===== src/rtl/countdown_bcd_hour.sv =====
// countdown_bcd_hour: BCD hour down-counter 23..00 with wrap borrow, guarded load and seven-segment drive
module seven_segment (
    input  logic [3:0] d,
    output logic [6:0] seg
);
    always_comb begin
        case (d)
            4'h0:    seg = 7'h3F;
            4'h1:    seg = 7'h06;
            4'h2:    seg = 7'h5B;
            4'h3:    seg = 7'h4F;
            4'h4:    seg = 7'h66;
            4'h5:    seg = 7'h6D;
            4'h6:    seg = 7'h7D;
            4'h7:    seg = 7'h07;
            4'h8:    seg = 7'h7F;
            4'h9:    seg = 7'h6F;
            default: seg = 7'h00;
        endcase
    end
endmodule

module countdown_bcd_hour #(
    parameter logic [7:0] WRAP_VALUE = 8'h23
) (
    input  logic        clk,
    input  logic        reset,
    input  logic        borrow_in,
    input  logic        load,
    input  logic [7:0]  load_value,
    output logic [7:0]  s,
    output logic [13:0] q,
    output logic        borrow_out,
    output logic        load_err
);
    logic       legal;
    logic [7:0] s_dec;
    // Valid BCD compares in the same order as its decimal value, so a plain compare bounds it
    assign legal = (load_value[7:4] <= 4'd9) && (load_value[3:0] <= 4'd9) && (load_value <= WRAP_VALUE);
    assign s_dec = (s == 8'h00) ? WRAP_VALUE :
                   (s[3:0] != 4'd0) ? {s[7:4], s[3:0] - 4'd1} : {s[7:4] - 4'd1, 4'd9};
    assign borrow_out = reset & borrow_in & ~load & (s == 8'h00);
    always_ff @(posedge clk or negedge reset) begin
        if (!reset) begin
            s        <= 8'h00;
            load_err <= 1'b0;
        end else begin
            load_err <= load & ~legal;
            if (load) begin
                if (legal) s <= load_value;
            end else if (borrow_in) begin
                s <= s_dec;
            end
        end
    end
    seven_segment u_ones (.d(s[3:0]), .seg(q[6:0]));
    seven_segment u_tens (.d(s[7:4]), .seg(q[13:7]));
endmodule


===== config.mk =====
export PLATFORM = sky130hd
export DESIGN_NAME = countdown_bcd_hour
export DESIGN_NICKNAME = d
export VERILOG_FILES = /design/src/rtl/countdown_bcd_hour.sv
export SDC_FILE = /design/constraint.sdc
export NUM_CORES = 1
export LEC_CHECK = 0
export CAP_MARGIN = 5
export CORE_UTILIZATION = 25
export DETAILED_ROUTE_END_ITERATION = 10
export PLACE_DENSITY_LB_ADDON = 0.3
export SLEW_MARGIN = 0
export SYNTH_ARGS = -nofsm -noshare
export SYNTH_HDL_FRONTEND = slang
export SYNTH_SLANG_ARGS = --single-unit

===== constraint.sdc =====
create_clock -name clk -period 4.39 [get_ports clk]
set_input_delay 0.439 -clock clk [delete_from_list [all_inputs] [get_ports clk]]
set_output_delay 0.439 -clock clk [all_outputs]
set_load 0.005 [all_outputs]

==> metrics.md <==
| Metric | Value |
|---|---|
| Status | `finished, final reports clean` |
| Hold bufs inserted after CTS | `0` |
| RSZ-0062 raised after global routing | `no` |
| Leak | `0.590 nW` |
| Critical Path RT | `3.95 ns` |
| Worst slew pin tran | `0.436 ns` |
| Cell count after synthesis | `119` |
| DR pass1 iterations | `4` |
| Top cells by area, synth | `dfrtp_1 24%, ha_1 16%, mux2i_1 6.3%, o21ai_0 5.2%, nor2_1 4.7%` |
| Row count | `22` |
| Ant diodes | `0` |
| Setup CP Type | `reg2out` |
| Total die area | `4070 um2` |
| Hold Fails Final Rpt | `0` |
| Worst min path class | `in2async` |
| Clk pin slew, worst setup/hold paths | `0.04 ns` |
| Final Power | `0.943 mW` |
| Max-Cap Viols | `0` |
| Routed vias/inst | `4.71` |
| Overall Global Routing Usage | `12.9%` |
| Die height | `63.8 um` |
| Final TNS setup | `0 ns` |
| Crit. End Element | `primary output` |
| Max VDD drop | `0.410 mV` |
| PortBufs | `35` |
| Max Slew Vio Count | `0` |
| Post-DR wirelength/cell | `12.3 um` |
| Pin count of the biggest net entering global routing | `15` |
| Starting DRT DRC Count | `31` |
| Top cell type's share of synthesized area | `23.6%` |
| CTS Buf Count | `3` |
| Gpl congestion | `0.781` |
| Rel. slew slack | `70.9%` |
| Period utilization | `64.3%` |
| FF-to-FF End | `s[5]$_DFFE_PN0P_` |
| Clock Tree Root | `clkbuf_8` |
| Footprint of the multi-input gates | `656 um2` |
| Commonest non-fill, non-tap cell in the layout | `clkdlybuf4s50_1` |
| Most frequent cells in the layout | `35 x clkdlybuf4s50_1, 12 x nor2_1, 12 x ha_1, 10 x o21ai_0` |
| # setup viols final | `0` |
| Initial antenna violation count | `0` |
| Initial core utilization | `26.1%` |
| First-pass GRT wire length | `4100 um` |
| Syn_nets | `143` |
| Post-synthesis sequential area ratio | `23.6%` |
| Total wire length | `2450 um` |
| CTS tree | `built` |
| Post-synth EDFFs | `0` |
| Fin crit period | `2.82 ns` |
| Share of layout cells above drive strength 1 | `5.96%` |
| Layout net count | `176` |
| DR vias | `938` |
| Placeable Area | `3660 um2` |
| Clock latency on the worst-skew pair | `0.23 ns` |
| Syn Area/Cell | `8.03 um2` |
| Max Clk Rate | `354 MHz` |
| Vias in the first global route | `901` |
| Die W | `63.8 um` |
| IO Count | `36` |
| Area growth, synth to finish | `43.3%` |
| Worst-path fanout max | `8` |
| Clock sinks | `9` |
| YS warnings | `0` |
| Main synth FF type | `dfrtp_1` |
| #FFs+latches synth | `9` |
| FFs w/ async S/R, synth | `100%` |
| Final ANT Viol Nets | `0` |
| R2R cell count | `6` |
| Reg2Reg Setup Slack | `2.26 ns` |
| FF/Latch Area | `225 um2` |
| Distinct cells, synth | `38` |
| Largest buffer count on any clock path | `2` |
| Synthesized area | `956 um2` |
| DP HPWL | `1910 um` |
| Htree depth | `1` |
| CP Launch Type | `flip-flop` |
| Reg-to-reg startpoint | `s[1]$_DFFE_PN0P_` |
| Core Util, Final | `37.4%` |
| Crit path arrival time | `2.39 ns` |
| Resize count post-CTS | `0` |
| Largest area contributor in the netlist | `dfrtp_1` |
| Setup Fix Bufs, Post-CTS | `0` |
| Setup Skew | `0.00143 ns` |
| DR DRC count | `0` |
| Pwr Density | `688 nW/um2` |
| # fillers | `381` |
| Total congestion overflow | `0` |
==> critical path, cell delays in order, from the launching register on <==
cell and delay, ns:
dfrtp_1 0.45, inv_1 0.13, ha_1 0.21, or3b_1 0.45, nor2_1 0.22, and3_1 0.18
clkdlybuf4s50_1 0.51
==> layout make-up <==
class | instances | share of cell area [%]
clock buffers | 4 | 3.29
inverters | 9 | 2.47
multi-input cells | 94 | 47.9
flip-flops and latches | 9 | 16.4
well taps | 48 | 4.38
repair buffers | 35 | 25.6
==> metal layers <==
metal,vias up,part of all wire [%],global-route usage [%]
met2,29,51,24.2
met5,-,0,0
met1,427,42,13.9
met3,3,5.3,2.50
met4,0,1.0,5.11
li1,479,-,-
==> synthesized netlist by cell type (2+ instances only) <==
cell / number
a21o_1: 2
a21oi_1: 4
a2bb2oi_1: 2
clkbuf_2: 2
dfrtp_1: 9
ha_1: 12
inv_1: 9
mux2_2: 3
mux2i_1: 6
nand2_1: 9
nand2b_1: 4
nor2_1: 12
nor3_1: 3
o211ai_1: 2
o21a_1: 2
o21ai_0: 10
o21ai_1: 2
o22ai_1: 4
or2_2: 2
or3_1: 2
==> worst max-delay path by stage <==
stage	to	slack, ns	cells past startpoint	from
after global placement	borrow_out	1.83	5	load
after floorplan	s[5]$_DFFE_PN0P_	2.34	8	s[1]$_DFFE_PN0P_
after detailed placement	borrow_out	1.79	5	load
after global routing	borrow_out	1.39	6	s[1]$_DFFE_PN0P_
final	borrow_out	1.57	6	s[1]$_DFFE_PN0P_
after CTS	borrow_out	1.55	6	s[1]$_DFFE_PN0P_
==> registers in the layout (all words and copies together) (netlist names) <==
register / count
s: 8
load_err: 1
==> where the power goes <==
| group | internal (mW) | leakage (nW) | switching [mW] |
|---|---|---|---|
| Clock | 0.0631 | 0.0228 | 0.0308 |
| Sequential | 0.116 | 0.110 | 0.0866 |
| Combinational | 0.395 | 0.457 | 0.252 |
==> through the flow <==
step	instance area [um2]	hold slack, ns	setup WS [ns]	cells
4_1_cts	1370	0.524	1.55	199
5_1_grt	1370	0.543	1.39	199
3_3_place_gp	1330	0.651	1.83	195
6_report	1370	0.515	1.57	199
3_5_place_dp	1330	0.677	1.79	195
2_1_floorplan	956	0.143	2.34	119
==> cells by family (layout without fill, tap and decap cells) <==
group | count (synthesis) | in the layout | synth area share, %
fa+ha+maj | 12 | 12 | 15.7
mux | 9 | 9 | 9.82
buf+inv | 16 | 48 | 7.85
simple gates | 39 | 39 | 20.5
compound gates | 33 | 33 | 21.6
xor+xnor | 1 | 1 | 0.916
flops | 9 | 9 | 23.6
Note: power is estimated with default switching activity, not from simulation.
